File: config.mk
export PLATFORM = sky130hd
export DESIGN_NAME = ex_hazard
export DESIGN_NICKNAME = d
export VERILOG_FILES = /design/src/rtl/ex_hazard_pkg.sv /design/src/rtl/ex_hazard_fwd_sel.sv /design/src/rtl/ex_hazard.sv
export SDC_FILE = /design/constraint.sdc
export NUM_CORES = 1
export LEC_CHECK = 0
export ABC_AREA = 0
export CORE_ASPECT_RATIO = 1.2
export CORE_MARGIN = 4
export CORE_UTILIZATION = 49
export DETAILED_ROUTE_END_ITERATION = 16
export PLACE_DENSITY_LB_ADDON = 0.25
export REMOVE_ABC_BUFFERS = 1
export SLEW_MARGIN = 30
export SYNTH_ARGS = -nofsm -noshare
export SYNTH_HDL_FRONTEND = slang
export SYNTH_SLANG_ARGS = --single-unit
export TNS_END_PERCENT = 20
File: constraint.sdc
create_clock -name clk -period 2.6 [get_ports clk]
set_clock_uncertainty 0.05 [all_clocks]
set_input_delay 0.26 -clock clk [delete_from_list [all_inputs] [get_ports clk]]
set_output_delay 0.26 -clock clk [all_outputs]
set_load 0.005 [all_outputs]
File: src/rtl/ex_hazard_pkg.sv
// ============================================================
// Package : pipes
// Desc    : Shared pipeline types for EX-stage hazard control
// Rev     : 1.0  initial release
// ============================================================
`default_nettype none

package pipes;

   typedef enum logic [2:0] {
      Rd      = 3'd0,
      Result  = 3'd1,
      Wd      = 3'd2,
      PCplus4 = 3'd3,
      Sregwd  = 3'd4
   } forward_t;

   typedef enum logic [1:0] {
      ALU  = 2'd0,
      LOAD = 2'd1,
      LINK = 2'd2
   } wbsrc_t;

   typedef struct packed {
      logic       valid;
      logic [4:0] rd;
      logic       regwrite;
      wbsrc_t     kind;
   } hz_slot_t;

   localparam hz_slot_t c_empty_slot = '{valid: 1'b0, rd: 5'd0, regwrite: 1'b0, kind: ALU};

   // A slot produces a register only if it will really write a non-zero destination.
   function automatic logic writes_reg(hz_slot_t s, logic [4:0] r);
      return s.valid & s.regwrite & (s.rd != 5'd0) & (s.rd == r);
   endfunction

endpackage

`default_nettype wire

File: src/rtl/ex_hazard_fwd_sel.sv
// ============================================================
// Module : fwd_sel
// Desc   : Operand-select priority encoder for one source register
// Rev    : 1.0  initial release
// ============================================================
`default_nettype none

module fwd_sel
   import pipes::*;
(
   input  logic       use_src,
   input  logic [4:0] src,
   input  hz_slot_t   e_slot,
   input  hz_slot_t   m_slot,
   input  hz_slot_t   w_slot,
   output forward_t   sel
);

   // Only the youngest producer needs its kind; older ones always forward writeback data.
   logic w_unused_kinds;
   assign w_unused_kinds = ^{m_slot.kind, w_slot.kind};

   always_comb begin
      sel = Rd;
      if (use_src) begin
         if (writes_reg(e_slot, src)) begin
            case (e_slot.kind)
               ALU:     sel = Result;
               LINK:    sel = PCplus4;
               default: sel = Wd;
            endcase
         end else if (writes_reg(m_slot, src)) begin
            sel = Wd;
         end else if (writes_reg(w_slot, src)) begin
            sel = Sregwd;
         end
      end
   end

endmodule

`default_nettype wire

File: src/rtl/ex_hazard.sv
// ============================================================
// Module : ex_hazard
// Desc   : EX-stage load-use stall and forwarding-select control
// Rev    : 1.0  initial release
// ============================================================
`default_nettype none

module ex_hazard
   import pipes::*;
(
   input  logic       clk,
   input  logic       reset,
   input  logic       d_valid,
   output logic       d_ready,
   input  logic [4:0] d_rs1,
   input  logic [4:0] d_rs2,
   input  logic       d_use_rs1,
   input  logic       d_use_rs2,
   input  logic [4:0] d_rd,
   input  logic       d_regwrite,
   input  wbsrc_t     d_kind,
   input  logic       mem_stall,
   input  logic       flush,
   output logic       e_valid,
   output forward_t   e_fwd_a,
   output forward_t   e_fwd_b
);

   hz_slot_t r_e, r_m, r_w, r_s;
   hz_slot_t w_dec_slot;
   forward_t w_sel_a, w_sel_b;
   logic     w_loaduse;
   logic     w_accept;

   // The S slot only marks the tail of the tracked window; nothing reads it.
   logic w_unused_s;
   assign w_unused_s = ^r_s;

   assign w_loaduse = d_valid & (r_e.kind == LOAD)
                    & ((d_use_rs1 & writes_reg(r_e, d_rs1)) |
                       (d_use_rs2 & writes_reg(r_e, d_rs2)));

   // A redirect consumes the decode slot regardless of any load-use hazard.
   assign d_ready  = ~reset & ~mem_stall & (flush | ~w_loaduse);
   assign w_accept = d_valid & d_ready & ~flush;

   assign w_dec_slot = '{valid: 1'b1, rd: d_rd, regwrite: d_regwrite, kind: d_kind};

   fwd_sel u_fwd_a (
      .use_src (d_use_rs1),
      .src     (d_rs1),
      .e_slot  (r_e),
      .m_slot  (r_m),
      .w_slot  (r_w),
      .sel     (w_sel_a)
   );

   fwd_sel u_fwd_b (
      .use_src (d_use_rs2),
      .src     (d_rs2),
      .e_slot  (r_e),
      .m_slot  (r_m),
      .w_slot  (r_w),
      .sel     (w_sel_b)
   );

   always_ff @(posedge clk) begin
      if (reset) begin
         r_e     <= c_empty_slot;
         r_m     <= c_empty_slot;
         r_w     <= c_empty_slot;
         r_s     <= c_empty_slot;
         e_valid <= 1'b0;
         e_fwd_a <= Rd;
         e_fwd_b <= Rd;
      end else if (!mem_stall) begin
         r_s     <= r_w;
         r_w     <= r_m;
         r_m     <= r_e;
         r_e     <= w_accept ? w_dec_slot : c_empty_slot;
         e_valid <= w_accept;
         e_fwd_a <= w_accept ? w_sel_a : Rd;
         e_fwd_b <= w_accept ? w_sel_b : Rd;
      end
   end

endmodule

`default_nettype wire

==> summary.md <==
| Metric | Value |
|---|---|
| Setup violations, final | `0` |
| Combined global-route utilization of all metal layers | `~20%` |
| Total count of max-transition violations in the final report | `0` |
| Number of sinks on the clock net | `29` |
| Relative slew slack | `between 70% and 80%` |
| Pin count of the biggest net entering global routing | `17` |
| Area of all sequential standard cells | `581 sq um` |
| Count of nets after finishing | `about 210` |
| TritonCTS clock tree | `done` |
| Antenna violations before repair | `0` |
| Worst min path class | `register to register` |
| Slowest cell on crit path | `or4_1` |
| Worst skew pair latency | `between 0.3 and 0.4 ns` |
| Post-detailed-route DRC marker count | `0` |
| Height of the die | `68.2 um` |
| Number of stages on the worst hold path | `1` |
| Antenna Nets Post-Route | `0` |
| Power per cell area | `445 mW/mm^2` |
| Path type of the worst setup path | `register to primary output` |
| Filler cell count in the final layout | `240` |
| Syn Std Cell Area | `approximately 0.0015 sq mm` |
| Row count | `21` |
| Placed cell areas | `roughly 0.0019 sq mm` |
| Max capacitance violation total | `0` |
| Avg Cell Area, Syn | `9.85 sq um` |
| Portion of total power attributed to the clock network | `32.0%` |
| Final WL | `~3500 um` |
| Routed wire per std cell | `roughly 16 um` |
| Number of top-level design ports | `33` |
| Number of flops mapped to enable cells by yosys | `0` |
| Switching share of power | `between 20% and 30%` |
| Category of the worst setup path launch point | `register` |
| Wire length of the first global-routing pass | `between 5000 and 6000 um` |
| CP Data Arrival Time | `roughly 2.1 ns` |
| Max VDD drop | `~0.37 mV` |
| Multi-input gate area in the final layout | `863 sq um` |
| Overall die area | `0.00396 sq mm` |
| Final hold violation count | `0` |
| Internal power summed over all cells | `0.645 mW` |
| Number of optimization iterations in the first detailed-route pass | `4` |
| Final GP Congestion | `between 0.8 and 0.9` |
| F_max | `~0.4 GHz` |
| Share of the yosys chip area belonging to registers | `39.3%` |
| Final worst hold slack | `roughly 0.43 ns` |
| Non-filler cells in the finished layout | `around 220` |
| Number of unique standard cell types used by synthesis | `30` |
| Post-synthesis async set-or-reset flop share | `0%` |
| Depth of the CTS H-tree | `2` |
| Number of buffers on the longest clock path | `2` |
| Total of warnings raised by yosys | `0` |
| Post-CTS Setup Inserts | `0` |
| Total negative setup slack | `0 ns` |
| Final global-route overflow total | `0` |
| Seq pwr share | `between 50% and 60%` |
| Total half-perimeter wirelength after legalization and detailed placement | `around 2800 um` |
| Leak | `0.764 nW` |
| Number of cell instances on the worst register-to-register path | `7` |
| Number of global-route vias before repair | `about 1300` |
| Dominant register cell in the synthesized netlist | `dfxtp_1` |
| Net Switching | `around 0.20 mW` |
| Worst setup EP type | `primary output` |
| Slowest Stage Delay on Critical Path | `roughly 0.55 ns` |
| Final Cycle Share | `between 90% and 100%` |
| CP max FO | `5` |
| Starting Density | `between 50% and 60%` |
| Setup ws final | `around 0.16 ns` |
| Number of vias after detailed routing | `roughly 1300` |
| Final Critical Period | `approximately 2.4 ns` |
| Pin slew with the least headroom to its limit | `0.369 ns` |
| Number of vias per cell | `~5.6` |
| Clk pin slew, worst setup/hold paths | `~0.080 ns` |
| RSZ-0062 raised after global routing | `false` |
| Master cell of the clock root buffer | `clkbuf_4` |
| Layout cells sized above 1 | `between 10% and 20%` |
| DRC violation total after the first TritonRoute iteration | `23` |
| Horizontal extent of the die | `58.1 um` |
| Fraction of power consumed by combinational cells | `between 10% and 20%` |
| Number of instances in the synthesized netlist | `150` |
| Area Overhead vs Synth | `29.0%` |
| Outcome | `finished, final reports clean` |
| Core footprint | `around 0.0028 sq mm` |
| Number of instances in the placed design | `between 200 and 250` |
| Post-synthesis sequential element count | `29` |
| Required @ worst endpoint | `2.29 ns` |
| Area of all placed cells without fillers | `about 0.0019 sq mm` |
| Inserted Clock Buffers | `5` |
| Worst setup slack after placement | `0.164 ns` |
| # port buffers | `32` |
| Antenna cells | `0` |
| Critical path, cell by cell | `or4_1, o211ai_2, nor3b_1, o21a_2, a211oi_1, dlygate4sd2_1` |
flip-flops by register name, summed over array words and instances, names as in the netlist:
| signal | count |
|---|---|
| e_fwd_a | 3 |
| e_valid | 1 |
| r_e | 8 |
| e_fwd_b | 3 |
| r_m | 7 |
| r_w | 7 |
cell families after synthesis:
| family | share of synthesized area (%) |
|---|---|
| AOI/OAI and AO/OA | 14.2 |
| xor gates and xnor gates | 17.8 |
| buffers and inverters | 2.29 |
| DFF | 39.3 |
| muxes | 9.48 |
| and+or+nand+nor | 16.9 |
cell usage after synthesis (2+ instances only):
cell	instances	area share [%]
mux2i_1	14	9.5
dfxtp_1	29	39
nor2b_1	2	0.85
nor4_1	2	0.85
a22o_2	9	6.1
and3_1	2	0.85
xor2_1	11	6.5
nand2_1	2	0.51
a32o_1	3	2.0
nand3_1	7	2.4
a22o_1	2	1.2
or4_1	3	1.5
clkbuf_1	3	0.76
xnor2_1	19	11
nor2_1	20	5.1
nor3_1	7	2.4
o211ai_1	2	1.0
through the flow:
stage / power, mW / utilization [%]
after CTS: 0.857 / 67.2
final: 0.849 / 67.2
after floorplan: 0.514 / -
after global routing: 0.883 / 67.2
after detailed placement: 0.588 / 65.3
after global placement: 0.585 / 65.3
cell usage in the layout, fill, tap and decap left out, drive strengths merged:
cell type,netlist,routed
dlygate4sd2,0,1
nor3b,1,1
dfxtp,29,29
a22o,11,11
nand2,2,2
clkbuf,3,7
nor2b,2,2
nor3,7,7
a21oi,1,1
nand3,7,7
a211oi,1,1
xnor2,19,19
clkdlybuf4s50,0,31
and3,2,2
mux2i,14,14
a32o,3,3
o21a,1,1
nor4b,1,1
nor2,20,20
a21o,1,1
xor2,11,11
nand4,1,1
nor4,2,2
o211ai,3,3
or4,3,3
o21bai,1,1
buf,3,6
a21boi,1,1
path summary, 6_finish.rpt:
path	slack, ns	from	to
setup / recovery	0.16	r_e[4]$_SDFFE_PP0N_	d_ready
hold / removal	0.43	e_fwd_a[1]$_SDFFE_PP0N_	e_fwd_a[1]$_SDFFE_PP0N_
setup reg to reg	0.53	r_e[4]$_SDFFE_PP0N_	e_fwd_b[1]$_SDFFE_PP0N_
hold reg to reg	0.43	e_fwd_a[1]$_SDFFE_PP0N_	e_fwd_a[1]$_SDFFE_PP0N_
power groups by stage:
| stage | Sequential [mW] | Clock [mW] | Combinational (mW) |
|---|---|---|---|
| 4_1_cts | 0.457 | 0.280 | 0.120 |
| 3_5_place_dp | 0.468 | 0 | 0.120 |
| 5_1_grt | 0.458 | 0.296 | 0.129 |
| 3_3_place_gp | 0.468 | 0 | 0.117 |
| 2_1_floorplan | 0.466 | 0 | 0.0485 |
| 6_report | 0.458 | 0.272 | 0.119 |
worst max-delay path, delay by kind of cell (launching register included):
family,cells,cell delay (ns)
AND/OR/NAND/NOR,2,0.63
flip-flops,1,0.38
AO/OA/AOI/OAI,3,0.53
buffers and inverters,1,0.27
what timing repair did:
action,in CTS,in global routing
setup endpoints to repair,1,0
gates resized for setup,1,0
hold buffers,0,0
per-layer routing:
| layer | vias to the layer above | global-route usage [%] | routed length [um] |
|---|---|---|---|
| li1 | 617 | - | - |
| met1 | 596 | 21.2 | 1460 |
| met2 | 32 | 34.6 | 1780 |
| met3 | 6 | 6.23 | 192 |
| met4 | 0 | 9.57 | 62 |
| met5 | - | 0 | 0 |
cell type report:
cell class	instances	area share, %
timing repair buffer	38	19.1
tap	34	2.23
multi-input combinational	115	45.3
sequential	29	30.5
clock buffer	7	2.89
Note: power is estimated with default switching activity, not from simulation.
